$ cat src/rtl/synth_pkg.sv
// Shared types for the synth gate path.
// State encoding and default widths.
package synth_pkg;

  localparam int CNT_W_DEF = 24;

  typedef enum logic [1:0] {
    ST_IDLE = 2'b00,
    ST_HOLD = 2'b01,
    ST_GAP  = 2'b10
  } state_e;

endpackage

$ cat src/rtl/tick_stretcher_if.sv
// Tick-in / gate-out bundle for tick_stretcher.
// master drives the tick side, slave is the stretcher.
interface tick_stretcher_if #(
  parameter int CNT_W = 24
);

  logic             tick;
  logic [CNT_W-1:0] len;
  logic             retrig_en;
  logic             gate;
  logic             busy;
  logic             done;

  modport master (
    output tick, len, retrig_en,
    input  gate, busy, done
  );

  modport slave (
    input  tick, len, retrig_en,
    output gate, busy, done
  );

endinterface

$ cat src/rtl/load_down_counter.sv
// Loadable down counter with zero flag.
// Load wins over decrement; never wraps below zero.
module load_down_counter #(
  parameter int W = 24
) (
  input  logic         clk,
  input  logic         rst_n,
  input  logic         load,
  input  logic [W-1:0] load_val,
  input  logic         dec,
  output logic         zero
);

  logic [W-1:0] cnt_q;
  logic [W-1:0] cnt_d;

  // next count: load, else saturating decrement
  always_comb begin
    cnt_d = cnt_q;
    if (load) begin
      cnt_d = load_val;
    end else if (dec && (cnt_q != '0)) begin
      cnt_d = cnt_q - W'(1);
    end
  end

  // count register
  always_ff @(posedge clk or negedge rst_n) begin
    if (!rst_n) begin
      cnt_q <= '0;
    end else begin
      cnt_q <= cnt_d;
    end
  end

  assign zero = (cnt_q == '0);

endmodule

$ cat src/rtl/tick_stretcher.sv
// Stretches one-cycle ticks into a gate level.
// Optional retrigger, fixed low gap after each gate.
module tick_stretcher
  import synth_pkg::*;
#(
  parameter int CNT_W   = CNT_W_DEF,
  parameter int GAP_LEN = 4
) (
  input  logic           clk,
  input  logic           rst,
  tick_stretcher_if.slave io
);

  localparam logic [CNT_W-1:0] GAP_LOAD =
    CNT_W'((GAP_LEN > 0) ? GAP_LEN - 1 : 0);

  state_e           state_q;
  state_e           state_d;
  logic             done_q;
  logic             done_d;
  logic             load;
  logic [CNT_W-1:0] load_val;
  logic             dec;
  logic             zero;
  logic [CNT_W-1:0] hold_val;

  // len of 0 behaves as 1, so reload value is max(len,1)-1
  assign hold_val = (io.len == '0) ? '0 : io.len - CNT_W'(1);

  // next state, counter control and done pulse
  always_comb begin
    state_d  = state_q;
    done_d   = 1'b0;
    load     = 1'b0;
    load_val = hold_val;
    dec      = 1'b0;
    case (state_q)
      ST_IDLE: begin
        if (io.tick) begin
          state_d = ST_HOLD;
          load    = 1'b1;
        end
      end
      ST_HOLD: begin
        if (io.tick && io.retrig_en) begin
          load = 1'b1;
        end else if (zero) begin
          done_d = 1'b1;
          if (GAP_LEN > 0) begin
            state_d  = ST_GAP;
            load     = 1'b1;
            load_val = GAP_LOAD;
          end else begin
            state_d = ST_IDLE;
          end
        end else begin
          dec = 1'b1;
        end
      end
      ST_GAP: begin
        if (zero) begin
          state_d = ST_IDLE;
        end else begin
          dec = 1'b1;
        end
      end
      default: state_d = ST_IDLE;
    endcase
  end

  // state and done flag registers
  always_ff @(posedge clk or negedge rst) begin
    if (!rst) begin
      state_q <= ST_IDLE;
      done_q  <= 1'b0;
    end else begin
      state_q <= state_d;
      done_q  <= done_d;
    end
  end

  load_down_counter #(
    .W (CNT_W)
  ) u_cnt (
    .clk      (clk),
    .rst_n    (rst),
    .load     (load),
    .load_val (load_val),
    .dec      (dec),
    .zero     (zero)
  );

  assign io.gate = (state_q == ST_HOLD);
  assign io.busy = (state_q != ST_IDLE);
  assign io.done = done_q;

endmodule

$ cat src/flat_wrapper.sv
// flat-port wrapper written by rule: the top's interface ports become plain ports
module tick_stretcher_flat import synth_pkg::*;
#(
  parameter int CNT_W   = CNT_W_DEF,
  parameter int GAP_LEN = 4
)
  (clk, rst, io_tick, io_len, io_retrig_en, io_gate, io_busy, io_done);
  tick_stretcher_if #(.CNT_W(CNT_W)) io_i ();
  input  logic clk;
  input  logic rst;
  input wire logic [$bits(io_i.tick)-1:0] io_tick;
  input wire logic [$bits(io_i.len)-1:0] io_len;
  input wire logic [$bits(io_i.retrig_en)-1:0] io_retrig_en;
  output wire logic [$bits(io_i.gate)-1:0] io_gate;
  output wire logic [$bits(io_i.busy)-1:0] io_busy;
  output wire logic [$bits(io_i.done)-1:0] io_done;
  assign io_i.tick = io_tick;
  assign io_i.len = io_len;
  assign io_i.retrig_en = io_retrig_en;
  assign io_gate = io_i.gate;
  assign io_busy = io_i.busy;
  assign io_done = io_i.done;
  tick_stretcher #(.CNT_W(CNT_W), .GAP_LEN(GAP_LEN)) u_core (.clk(clk), .rst(rst), .io(io_i));
endmodule
$ cat config.mk
export PLATFORM = sky130hd
export DESIGN_NAME = tick_stretcher_flat
export DESIGN_NICKNAME = d
export VERILOG_FILES = /design/src/rtl/synth_pkg.sv /design/src/rtl/tick_stretcher_if.sv /design/src/rtl/load_down_counter.sv /design/src/rtl/tick_stretcher.sv /design/src/flat_wrapper.sv
export SDC_FILE = /design/constraint.sdc
export NUM_CORES = 1
export LEC_CHECK = 0
export CORE_MARGIN = 2
export CORE_UTILIZATION = 40
export DETAILED_ROUTE_END_ITERATION = 12
export GPL_ROUTABILITY_DRIVEN = 0
export SLEW_MARGIN = 30
export SYNTH_ARGS = -nofsm -noshare
export SYNTH_HDL_FRONTEND = slang
export SYNTH_SLANG_ARGS = --single-unit
$ cat constraint.sdc
create_clock -name clk -period 4.7 [get_ports clk]
set_input_delay 0.94 -clock clk [delete_from_list [all_inputs] [get_ports clk]]
set_output_delay 0.94 -clock clk [all_outputs]
set_load 0.005 [all_outputs]
* Word-level counts from Yosys, hierarchy flattened
Cells that the tools add are included.
** Word-level totals
- Bits in registers :: 27
- Input port bits :: 28
- Word-level logic and storage cells :: 40
** Operators by class
- $add $sub $neg :: 2
- Equality and inequality tests :: 6
- Muxes and demuxes :: 20
- Reduce and logical (&&, ||, !) cells :: 9
** Operators by type and width (count)
- 24-bit two-way mux :: 6
- 24-bit zero test :: 2
- 24-bit by 1-bit subtractor with 24-bit output, second input constant :: 2
- 24-bit nonzero test :: 1
- 2-bit two-way mux :: 4
- 1-bit two-way mux :: 7
- 2-bit inequality test, second input constant :: 3
- 2-bit case mux with 3 select lines :: 1
- 1-bit case mux with 2 select lines :: 2
- 4-bit AND reduction :: 1
- 2-bit nonzero test :: 2
- 2-bit by 1-bit == test with 1-bit output, second input constant :: 1
- 2-bit == test, second input constant :: 1
- 1-bit logical AND :: 2
- 2-bit zero test :: 1
- 2-bit by 1-bit inequality test with 1-bit output, second input constant :: 1

* Longest topological paths before layout
- Word-level depth :: 7
- Depth in mapped cells :: 10
- Depth with buffers taken out :: 8

* By module
From an unflattened synthesis, not the netlist that was laid out.
** Second synthesis, totals
- Cells, all modules :: 294
- Area total of the unflattened synthesis :: 2351.0 µm²
** Modules (own cells, without submodules)
- load_down_counter :: instances 1, cells each 168, area each 1492.7 µm², sequential area each 600.6 µm²
- tick_stretcher :: instances 1, cells each 126, area each 858.3 µm², sequential area each 75.1 µm²

* Worst setup path after synthesis
No wires, ideal clock.
- Kind :: in2reg
- Start :: in io_len[12]
- End :: reg u_core.u_cnt.cnt_q[21]
- Library setup time :: 126 ps
- Arrival :: 2648 ps
- Data required time :: 4574 ps
- Setup slack :: 1926 ps
- Cell stages on the path :: 8
- Path buffers :: 2
- Path through :: or4_4 or3_4 nor3_4 or3_1 buf_6 buf_8 nor2_1 a221o_1
** On the way
- Longest elaborated chain between the ends :: 6
- Elaborated cells between the ends (all ways) :: 7
** RTL lines
- from (decl) :: line flat_wrapper.sv:12 : input wire logic [$bits(io_i.len)-1:0] io_len;
- 24-bit by 1-bit subtractor with 24-bit output / 24-bit zero test (equally long branches) :: line tick_stretcher.sv:28 : assign hold_val = (io.len == '0) ? '0 : io.len - CNT_W'(1);
- 24-bit two-way mux (*) :: line tick_stretcher.sv:28
- 24-bit two-way mux :: line tick_stretcher.sv:47 : end else if (zero) begin
- 24-bit two-way mux :: line tick_stretcher.sv:45 : if (io.tick && io.retrig_en) begin
- 24-bit two-way mux (*) :: line tick_stretcher.sv:37 : case (state_q)
- 24-bit two-way mux (*) :: line load_down_counter.sv:20 : if (load) begin
- to (signal assigned) :: line load_down_counter.sv:32 : cnt_q <= cnt_d;
- to (decl) :: line load_down_counter.sv:14 : logic [W-1:0] cnt_q;
Every way passes the cells marked *; elsewhere a longest branch is shown, timed or not.
A chain may end at the register's enable or synchronous reset.

* Worst setup path in the final report
- Start :: in io_len[12]
- End :: reg u_core.u_cnt.cnt_q[3]
** On the way
- Longest elaborated chain between the ends :: 6
** RTL lines (line)
- 24-bit zero test (*) :: tick_stretcher.sv:28
- 24-bit two-way mux (*) :: tick_stretcher.sv:28
- 24-bit two-way mux :: tick_stretcher.sv:47
- 24-bit two-way mux :: tick_stretcher.sv:45
- 24-bit two-way mux (*) :: tick_stretcher.sv:37
- 24-bit two-way mux (*) :: load_down_counter.sv:20
Marked as above.

==> results_dict.tcl <==
set metrics [dict create \
    powerDensity_nw_per_um2 455 \
    ir_drop_mv 0.203 \
    layout_commonest_cell "nor2_1" \
    synth-main-ff-cell "dfrtp_1" \
    drt-total-wl_um 6080 \
    io_buffers 30 \
    tns_ps 0 \
    yosys_warnings 0 \
    postCtsSetupRepairBufs 0 \
    setup_viol 0 \
    htreeDepth 1 \
    fin_worst_skew_ps 6.98 \
    required_ps 4880 \
    start_util_pct 40.8 \
    vias 2253 \
    drv_slew 0 \
    gr-total-overflow 0 \
    avgSynthCellArea_um2 8.38 \
    worst_slew_pin_slew_ps 933 \
    grt_pass1_vias 2072 \
    maxSlewHeadroom_pct 37.8 \
    path_class "primary input to register" \
    synthesis.nets 319 \
    multi_input_area_um2 1580 \
    startpoint "io_len[12]" \
    synthCells 283 \
    drive_gt1_share_pct 6.13 \
    status "complete, no violations" \
    dr.pass1.iters 4 \
    final_util_pct 47.4 \
    setup_ws_ps 1180 \
    cts_tree "built" \
    end_kind "register" \
    synth_area_um2 2370 \
    fin_crit_sh_pct 74.9 \
    hold_path.class "register to register" \
    async_flop_share_pct 100 \
    final-hold-violation-count 0 \
    pin_count 31 \
    cts_buffers 3 \
    postRouteAntennaNets 0 \
    cp_max_fo 23 \
    reg2reg_from "u_core.u_cnt.cnt_q[6]$_DFFE_PN0P_" \
    grt_pass1_wl_um 9980 \
    drt_iter0_markers 146 \
    final-instance-count-excl-fill 385 \
    drc 0 \
    clk_pin_slew_ps 90 \
    maxCapViolCount 0 \
    clock_tree.buffer_depth 2 \
    final-seq-area_um2 676 \
    cp.arrival_ps 3700 \
    rows 28 \
    core-area_um2 5820 \
    fin_crit_ps 3520 \
    p_leak_uw 0.00103 \
    post_cts_resized 0 \
    hpwl_um 4650 \
    die_w_um 81.0 \
    dieHeight_um 81.0 \
    cts-hold-fix-buffers 0 \
    synth-edff-count 0 \
    fin_nets 347 \
    die_area_um2 6560 \
    cts_root_buf "clkbuf_8" \
    grt_max_degree 28 \
    grt_use_total_pct 19.3 \
    hp-start "u_core.u_cnt.cnt_q[8]$_DFFE_PN0P_" \
    dp_slack_ps 878 \
    fillCellCount 618 \
    clock_sinks 27 \
    clock_latency_ps 280 \
    rsz0062_at_grt "false" \
    syn2layout_area_growth_pct 16.2 \
    fmax_mhz 284 \
    diodes 0 \
    synth_cell_type_count 55 \
    synth.ff_latch_count 27 \
    layout_common_cells "31 x nor2_1, 30 x clkdlybuf4s50_1, 27 x dfrtp_1" \
    wl_per_cell_um 15.8 \
    antenna_found_initial 0 \
    startpoint_type "primary input" \
    avgViaCountPerCell 5.85 \
    dp.cells 381 \
    seq_area_frac_synth_pct 28.5 \
]
path summary, 6_finish.rpt:
check,depth (start not counted),slack (ps),end
max in group asynchronous,2,3410,u_core.u_cnt.cnt_q[13]$_DFFE_PN0P_
setup / recovery,7,1180,u_core.u_cnt.cnt_q[3]$_DFFE_PN0P_
min in group asynchronous,2,1020,u_core.u_cnt.cnt_q[17]$_DFFE_PN0P_
setup reg to reg,6,1710,u_core.u_cnt.cnt_q[3]$_DFFE_PN0P_
hold reg to reg,1,520,u_core.u_cnt.cnt_q[8]$_DFFE_PN0P_
hold / removal,1,520,u_core.u_cnt.cnt_q[8]$_DFFE_PN0P_
Yosys cell counts (6+ instances only):
library cell / count / share of area (%)
nor2_1: 31 / 4.9
dfrtp_1: 27 / 28
xor2_1: 8 / 3.0
or3_1: 6 / 1.6
nand2b_1: 6 / 1.6
nor4_1: 10 / 2.6
o21ai_0: 22 / 4.6
xnor2_1: 14 / 5.2
ha_1: 8 / 4.2
nor3_1: 20 / 4.2
inv_1: 11 / 1.7
a21oi_1: 7 / 1.5
a31oi_1: 7 / 1.8
nand2_1: 23 / 3.6
nand3_1: 6 / 1.3
layer usage:
| metal | part of all wire, % | GRT usage, % |
|---|---|---|
| met4 | 1.0 | 4.58 |
| met3 | 5.0 | 1.33 |
| met2 | 46 | 33.1 |
| met1 | 48 | 26.5 |
| met5 | 0 | 0 |
registers in the layout, indices dropped and copies added, names as in the netlist:
signal	flops
u_core.u_cnt.cnt_q	24
u_core.state_q	2
u_core.io.done	1
where the power goes:
part           switching [uW]  leakage (uW)  internal, uW
Combinational             382      0.000676           278
Sequential                119      0.000334           336
Clock                    78.9     0.0000228          61.1
Total                     580       0.00103           675
critical path, cell delays in order:
cell,delay (ps)
clkdlybuf4s50_1,480
or4_4,570
or3_4,390
nor3_4,210
or3_1,640
o21ai_0,210
a22o_1,260
stage by stage:
stage	area [um2]	hold WS [ps]	total power, uW
floorplan	2370	470	949
global placement	2710	491	1110
detailed placement	2710	494	1120
CTS	2760	523	1260
global route	2760	554	1360
finish	2760	523	1250
area by class of cell:
type / count / area share, %
multi-input combinational: 236 / 57.5
sequential: 27 / 24.5
timing repair buffer: 32 / 11.4
tap: 75 / 3.41
clock buffer: 4 / 1.63
inverter: 11 / 1.50
cells by family (layout without fill, tap and decap cells):
| kind of cell | Yosys count | count (layout) | share of synthesized area (%) |
|---|---|---|---|
| xor+xnor | 22 | 22 | 8.13 |
| simple gates | 133 | 133 | 32.1 |
| buf+inv | 20 | 47 | 4.70 |
| mux | 1 | 1 | 0.475 |
| fa+ha+maj | 8 | 8 | 4.22 |
| flops | 27 | 27 | 28.5 |
| compound gates | 72 | 72 | 21.9 |
(Power assumes the default switching activity.)
